[config.mk]
export PLATFORM = sky130hd
export DESIGN_NAME = snitch_ro_line_buffer
export DESIGN_NICKNAME = d
export VERILOG_FILES = /design/src/rtl/snitch_ro_line_buffer.sv
export SDC_FILE = /design/constraint.sdc
export NUM_CORES = 1
export LEC_CHECK = 0
export CAP_MARGIN = 20
export CORE_UTILIZATION = 38
export CTS_CLUSTER_SIZE = 24
export DETAILED_ROUTE_END_ITERATION = 8
export GPL_ROUTABILITY_DRIVEN = 0
export GPL_TIMING_DRIVEN = 0
export MAX_ROUTING_LAYER = met4
export PLACE_DENSITY_LB_ADDON = 0.15
export SETUP_SLACK_MARGIN = 0.2
export SLEW_MARGIN = 20
export SYNTH_ARGS = -nofsm -noshare
export SYNTH_HDL_FRONTEND = slang
export SYNTH_SLANG_ARGS = --single-unit
export TNS_END_PERCENT = 30
[constraint.sdc]
create_clock -name clk_i -period 22 [get_ports clk_i]
set_clock_uncertainty 0.15 [all_clocks]
set_input_delay 4.4 -clock clk_i [delete_from_list [all_inputs] [get_ports clk_i]]
set_output_delay 4.4 -clock clk_i [all_outputs]
set_load 0.01 [all_outputs]
[src/rtl/snitch_ro_line_buffer.sv]
// Fully-associative read-only line buffer with multi-range cacheability,
// optional next-line prefetch, single-cycle flush and hit/miss counters.
module snitch_ro_line_buffer #(
    parameter int unsigned AddrWidth      = 32,
    parameter int unsigned DataWidth      = 32,
    parameter int unsigned LineWidth      = 128,
    parameter int unsigned NrEntries      = 4,
    parameter int unsigned NrAddrRules    = 1,
    parameter bit          EnablePrefetch = 1'b1
) (
    input  logic                                  clk_i,
    input  logic                                  rst_ni,
    input  logic                                  enable_i,
    input  logic                                  prefetch_en_i,
    input  logic                                  flush_valid_i,
    output logic                                  flush_ready_o,
    input  logic [NrAddrRules-1:0][AddrWidth-1:0] start_addr_i,
    input  logic [NrAddrRules-1:0][AddrWidth-1:0] end_addr_i,
    input  logic [AddrWidth-1:0]                  req_addr_i,
    input  logic                                  req_valid_i,
    output logic                                  req_ready_o,
    output logic [DataWidth-1:0]                  rsp_data_o,
    output logic                                  rsp_error_o,
    output logic                                  rsp_valid_o,
    input  logic                                  rsp_ready_i,
    output logic [AddrWidth-1:0]                  refill_addr_o,
    output logic                                  refill_valid_o,
    input  logic                                  refill_ready_i,
    input  logic [LineWidth-1:0]                  refill_data_i,
    input  logic                                  refill_error_i,
    input  logic                                  refill_rsp_valid_i,
    output logic                                  refill_rsp_ready_o,
    output logic [31:0]                           hit_count_o,
    output logic [31:0]                           miss_count_o
);

    localparam int unsigned OffW     = $clog2(LineWidth / 8);
    localparam int unsigned WordOffW = $clog2(DataWidth / 8);
    localparam int unsigned TagW     = AddrWidth - OffW;
    localparam int unsigned NrWords  = LineWidth / DataWidth;
    localparam int unsigned SelW     = (NrWords > 1) ? $clog2(NrWords) : 1;
    localparam int unsigned PtrW     = $clog2(NrEntries);

    typedef enum logic [2:0] {
        Idle, RefillReq, RefillWait, BypassReq, BypassWait, PrefReq, PrefWait
    } state_e;

    state_e state_q, state_d;

    logic                 rst_done_q;
    logic [NrEntries-1:0] valid_q;
    logic [TagW-1:0]      tag_q  [NrEntries];
    logic [LineWidth-1:0] data_q [NrEntries];
    logic [PtrW-1:0]      ptr_q;
    logic [TagW-1:0]      line_q;
    logic [SelW-1:0]      sel_q;
    logic                 rsp_valid_q, rsp_error_q;
    logic [DataWidth-1:0] rsp_data_q;
    logic [31:0]          hit_q, miss_q;

    logic                 accept, flush_acc, rsp_load, alloc, pf_go;
    logic                 hit, next_resident, req_cacheable, next_cacheable;
    logic [LineWidth-1:0] hit_line;
    logic [TagW-1:0]      req_tag, next_tag;
    logic [SelW-1:0]      req_sel;
    logic [AddrWidth-1:0] next_addr;
    logic [PtrW-1:0]      ptr_next;

    function automatic logic in_rules(input logic [AddrWidth-1:0] a,
                                      input logic [NrAddrRules-1:0][AddrWidth-1:0] s,
                                      input logic [NrAddrRules-1:0][AddrWidth-1:0] e);
        in_rules = 1'b0;
        for (int unsigned r = 0; r < NrAddrRules; r++) begin
            if (a >= s[r] && a < e[r]) in_rules = 1'b1;
        end
    endfunction

    function automatic logic [DataWidth-1:0] pick(input logic [LineWidth-1:0] l,
                                                  input logic [SelW-1:0] s);
        pick = '0;
        for (int unsigned w = 0; w < NrWords; w++) begin
            if (SelW'(w) == s) pick = l[w*DataWidth +: DataWidth];
        end
    endfunction

    assign req_tag        = req_addr_i[AddrWidth-1:OffW];
    assign req_sel        = (NrWords > 1) ? SelW'(req_addr_i >> WordOffW) : '0;
    assign next_tag       = line_q + TagW'(1);
    assign next_addr      = {next_tag, {OffW{1'b0}}};
    assign req_cacheable  = enable_i && in_rules(req_addr_i, start_addr_i, end_addr_i);
    assign next_cacheable = enable_i && in_rules(next_addr, start_addr_i, end_addr_i);
    assign ptr_next       = (ptr_q == PtrW'(NrEntries - 1)) ? '0 : ptr_q + PtrW'(1);

    // Residency of the next line ignores the entry about to be overwritten.
    always_comb begin
        hit           = 1'b0;
        hit_line      = '0;
        next_resident = 1'b0;
        for (int unsigned i = 0; i < NrEntries; i++) begin
            if (valid_q[i] && tag_q[i] == req_tag) begin
                hit      = 1'b1;
                hit_line = data_q[i];
            end
            if (valid_q[i] && tag_q[i] == next_tag &&
                (refill_error_i || PtrW'(i) != ptr_q)) begin
                next_resident = 1'b1;
            end
        end
    end

    always_ff @(posedge clk_i or negedge rst_ni) begin
        if (!rst_ni) state_q <= Idle;
        else         state_q <= state_d;
    end

    always_comb begin
        state_d            = state_q;
        req_ready_o        = 1'b0;
        flush_ready_o      = 1'b0;
        refill_valid_o     = 1'b0;
        refill_rsp_ready_o = 1'b0;
        accept             = 1'b0;
        flush_acc          = 1'b0;
        rsp_load           = 1'b0;
        alloc              = 1'b0;
        pf_go              = 1'b0;
        unique case (state_q)
            Idle: begin
                flush_ready_o = rst_done_q && !rsp_valid_q;
                req_ready_o   = rst_done_q && !flush_valid_i && (!rsp_valid_q || rsp_ready_i);
                flush_acc     = flush_valid_i && flush_ready_o;
                accept        = req_valid_i && req_ready_o;
                if (accept && !req_cacheable)  state_d = BypassReq;
                else if (accept && !hit)       state_d = RefillReq;
            end
            RefillReq, BypassReq, PrefReq: begin
                refill_valid_o = 1'b1;
                if (refill_ready_i) begin
                    state_d = (state_q == RefillReq) ? RefillWait :
                              (state_q == BypassReq) ? BypassWait : PrefWait;
                end
            end
            RefillWait, BypassWait, PrefWait: begin
                refill_rsp_ready_o = 1'b1;
                if (refill_rsp_valid_i) begin
                    rsp_load = (state_q != PrefWait);
                    alloc    = (state_q != BypassWait) && !refill_error_i;
                    pf_go    = (state_q == RefillWait) && EnablePrefetch && prefetch_en_i &&
                               !refill_error_i && next_cacheable && !next_resident;
                    state_d  = pf_go ? PrefReq : Idle;
                end
            end
            default: state_d = Idle;
        endcase
    end

    always_ff @(posedge clk_i or negedge rst_ni) begin
        if (!rst_ni) begin
            rst_done_q  <= 1'b0;
            valid_q     <= '0;
            ptr_q       <= '0;
            line_q      <= '0;
            sel_q       <= '0;
            rsp_valid_q <= 1'b0;
            rsp_error_q <= 1'b0;
            rsp_data_q  <= '0;
            hit_q       <= '0;
            miss_q      <= '0;
        end else begin
            rst_done_q <= 1'b1;
            if (rsp_valid_q && rsp_ready_i) rsp_valid_q <= 1'b0;
            if (accept) begin
                line_q <= req_tag;
                sel_q  <= req_sel;
                if (req_cacheable && hit) begin
                    rsp_valid_q <= 1'b1;
                    rsp_data_q  <= pick(hit_line, req_sel);
                    rsp_error_q <= 1'b0;
                    if (hit_q != '1) hit_q <= hit_q + 32'd1;
                end
                if (req_cacheable && !hit && miss_q != '1) miss_q <= miss_q + 32'd1;
            end
            if (flush_acc) begin
                valid_q <= '0;
                ptr_q   <= '0;
            end
            if (rsp_load) begin
                rsp_valid_q <= 1'b1;
                rsp_data_q  <= pick(refill_data_i, sel_q);
                rsp_error_q <= refill_error_i;
            end
            if (alloc) begin
                valid_q[ptr_q] <= 1'b1;
                ptr_q          <= ptr_next;
            end
            if (pf_go) line_q <= next_tag;
        end
    end

    // Line storage carries no reset; valid bits qualify it.
    always_ff @(posedge clk_i) begin
        if (alloc) begin
            tag_q[ptr_q]  <= line_q;
            data_q[ptr_q] <= refill_data_i;
        end
    end

    assign refill_addr_o = {line_q, {OffW{1'b0}}};
    assign rsp_valid_o   = rsp_valid_q;
    assign rsp_data_o    = rsp_data_q;
    assign rsp_error_o   = rsp_error_q;
    assign hit_count_o   = hit_q;
    assign miss_count_o  = miss_q;

endmodule

==> run metrics, run 1 <==
status complete, no violations; Clk pwr share 31.5%; CP Launch Type input port; clk root buf clkbuf_16; post-route ant nets 0; IO Count about 370; Seq/Total Area, Yosys between 50% and 60%; part of the cycle the worst path needs 46.3%; Place WS 11820 ps; wire per inst 28.2 um; Sequential Power Share approximately 40%; worst hold path type reg2reg; Layout Cells excl Fill 4800; vias in the first global route 28396; Post-CTS Setup Repair Bufs 0; initial core utilization 38.4%; Area Overhead vs Synth 23.2%; slew margin rel. a little under a fifth; Power Density approximately 95 nW/um^2; Leak 16.2 nW; GRT Resource Usage Total between 20% and 30%; fmax slightly below 0.1 GHz; die width between 300 and 400 um; Slew @ Worst Pin 1210 ps; post-layout minimum cycle time roughly 10000 ps; DRC 0; crit path DAT about 5600 ps; Final #Nets 3792; crit path kind in2out; top cells by area, synth edfxtp_1, dfrtp_1, xnor2_1; Die Y ~320 um; fin worst setup slack 11820 ps; CP max FO 3; number of library cell types mapped by synthesis 84; Final TNS setup 0 ps; Cells after Synth 2946; share of the synthesized area in the top cell type 49.5%; Yosys warning count 0; Final Max Slew Viols 0; DRT iter0 DRCs 3435; final wirelength 135000 um; vias per cell 5.99; Pwr Total 0.00443 W; Remaining Overflow, GRT 0; number of max-cap violations 0; crit end category output port; H-tree levels 3; sw frac 32.3%; #FFs+latches synth about 760; net load switching power around 0.0014 W; Crit path required time 17450 ps; clock transition at the registers of the reported paths 60 ps; # port buffers 363; clock sink count between 700 and 800; TritonRoute pass-1 iters 6; initial antenna violation count 16; Setup-failing EPs final 0; post-CTS sizing 0; row count 115; Yosys top cell by area edfxtp_1; count leader, synth edfxtp_1; Detailed Place HPWL 99400 um; cts bufs inserted between 80 and 90; Internal Power ~0.003 W; FFs w/ async S/R, synth 18.1%; CTS Hold Bufs 0; number of flops mapped to enable cells by yosys roughly 620; die area 101000 sq um; maximum vdd drop 0.0629 mV; Cell Area, Synth 37900 sq um; ys flop type edfxtp_1; Max Root-Sink Buffers 3; combinational fraction of design power 27.3%; largest net degree at the start of global routing 84; final hold violation count 0; first-pass GRT wire length 197000 um; Post-synth top cells edfxtp_1, xnor2_1, nand2_1, clkbuf_1, nor2_1; syn avg cell area ~13 sq um; clk_lat worst skew 680 ps; Inst Count DP between 4000 and 5000; CTS tree yes; vias post-DR 28761; RSZ-0062 raised after global routing no; core area 98600 sq um; share of post-route cells with drive strength above 1 8.17%
## layer usage
metal	wire length (um)	global-route usage, %
met5	0	-
met2	61100	41.1
met4	5490	10.3
met1	56000	36.1
met3	12800	5.85
## sequential cells by signal, summed over array words and instances (netlist names)
register and cells:
valid_q 4, line_q 28, rsp_data_o 32, rst_done_q 1, sel_q 2, state_q 3, tag_q 112, hit_count_o 32
miss_count_o 32, rsp_error_o 1, rsp_valid_o 1, data_q 512, ptr_q 2
## logic make-up (layout without fill, tap and decap cells)
| logic type | Yosys count | count (layout) | synth area share, % |
|---|---|---|---|
| other cells | 2 | 17 | 0.0198 |
| fa+ha+maj | 126 | 126 | 4.16 |
| flops | 762 | 762 | 58.6 |
| xor+xnor | 290 | 290 | 7.33 |
| mux | 104 | 104 | 5.18 |
| buf+inv | 312 | 864 | 3.25 |
| compound gates | 586 | 586 | 11.1 |
| simple gates | 764 | 764 | 10.4 |
## worst max-delay path, stage by stage
cell             delay [ps]
clkdlybuf4s50_1         460
nor3_1                  210
clkdlybuf4s50_1         560
## power by group through the flow
| stage | combinational [W] | sequential (W) | clock [W] |
|---|---|---|---|
| 2_1_floorplan | 0.000658 | 0.00183 | 0 |
| 3_3_place_gp | 0.00115 | 0.00186 | 0 |
| 3_5_place_dp | 0.00118 | 0.00185 | 0 |
| 4_1_cts | 0.00119 | 0.00182 | 0.00142 |
| 5_1_grt | 0.00129 | 0.00183 | 0.00147 |
| 6_report | 0.00121 | 0.00183 | 0.00140 |
## path summary, 6_finish.rpt
check / startpoint / to / slack [ps] / cells past startpoint
max: flush_valid_i / req_ready_o / 11820 / 3
min: hit_count_o[26]$_DFFE_PN0P_ / hit_count_o[26]$_DFFE_PN0P_ / 340 / 1
max reg2reg: line_q[0]$_DFFE_PN0P_ / line_q[4]$_DFFE_PN0P_ / 15230 / 18
min reg2reg: hit_count_o[26]$_DFFE_PN0P_ / hit_count_o[26]$_DFFE_PN0P_ / 340 / 1
max in group asynchronous: rst_ni / hit_count_o[11]$_DFFE_PN0P_ / 17150 / 2
min in group asynchronous: rst_ni / line_q[13]$_DFFE_PN0P_ / 3600 / 1
## through the flow
stage / util (%) / hold WS [ps] / cell area, sq um
3_5_place_dp: 44.5 / 332 / 43900
3_3_place_gp: 43.8 / 324 / 43100
4_1_cts: 47.3 / 342 / 46600
5_1_grt: 47.3 / 362 / 46700
6_report: 47.3 / 336 / 46700
2_1_floorplan: - / 337 / 37900
## area by class of cell
type	instances	area, sq um
Antenna cell	12	30.0
Buffer	200	817
Clock buffer	118	2340
Clock inverter	38	378
Fill cell	8763	51900
Inverter	112	420
Multi-Input combinational cell	1875	14500
Sequential cell	762	22200
Tap cell	1287	1610
Timing Repair Buffer	396	4370
## cells in the final DEF (no fill, tap or decap), drive strengths merged, types with 14 or more instances in the layout
master / count
o21ai: 73
clkdlybuf4s50: 362
dfrtp: 138
a21o: 45
nand3: 71
o31ai: 26
nand4: 81
inv: 116
a22oi: 41
and3: 33
clkbuf: 290
nand2b: 14
xnor2: 195
o311ai: 15
ha: 126
nor3: 77
or4: 15
a21oi: 101
a311oi: 15
buf: 62
a211oi: 91
mux4: 73
xnor3: 16
and4: 15
nor4: 55
clkinv: 26
xor2: 78
a221oi: 87
nand2: 190
edfxtp: 624
mux2i: 24
nor2: 148
(Power assumes the default switching activity.)
==> run 2: changes to the inputs <==
Clock period 22 ns to 10.2 ns, I/O delays scaled along.
==> results of run 2 <==
The final DEF is identical to that of run 1. Status: complete, no violations.
Among the figures that moved: setup slack after placement 11820 ps -> 2600 ps; setup slack after layout 11820 ps -> 3300 ps; start point of the critical path flush_valid_i -> req_addr_i[30]; end point of the critical path req_ready_o -> rsp_data_o[3]$_DFFE_PN0P_; register-to-register setup slack 15230 ps -> 3430 ps; total power 0.00443 W -> 0.00956 W; worst IR drop on VDD 0.0629 mV -> 0.136 mV
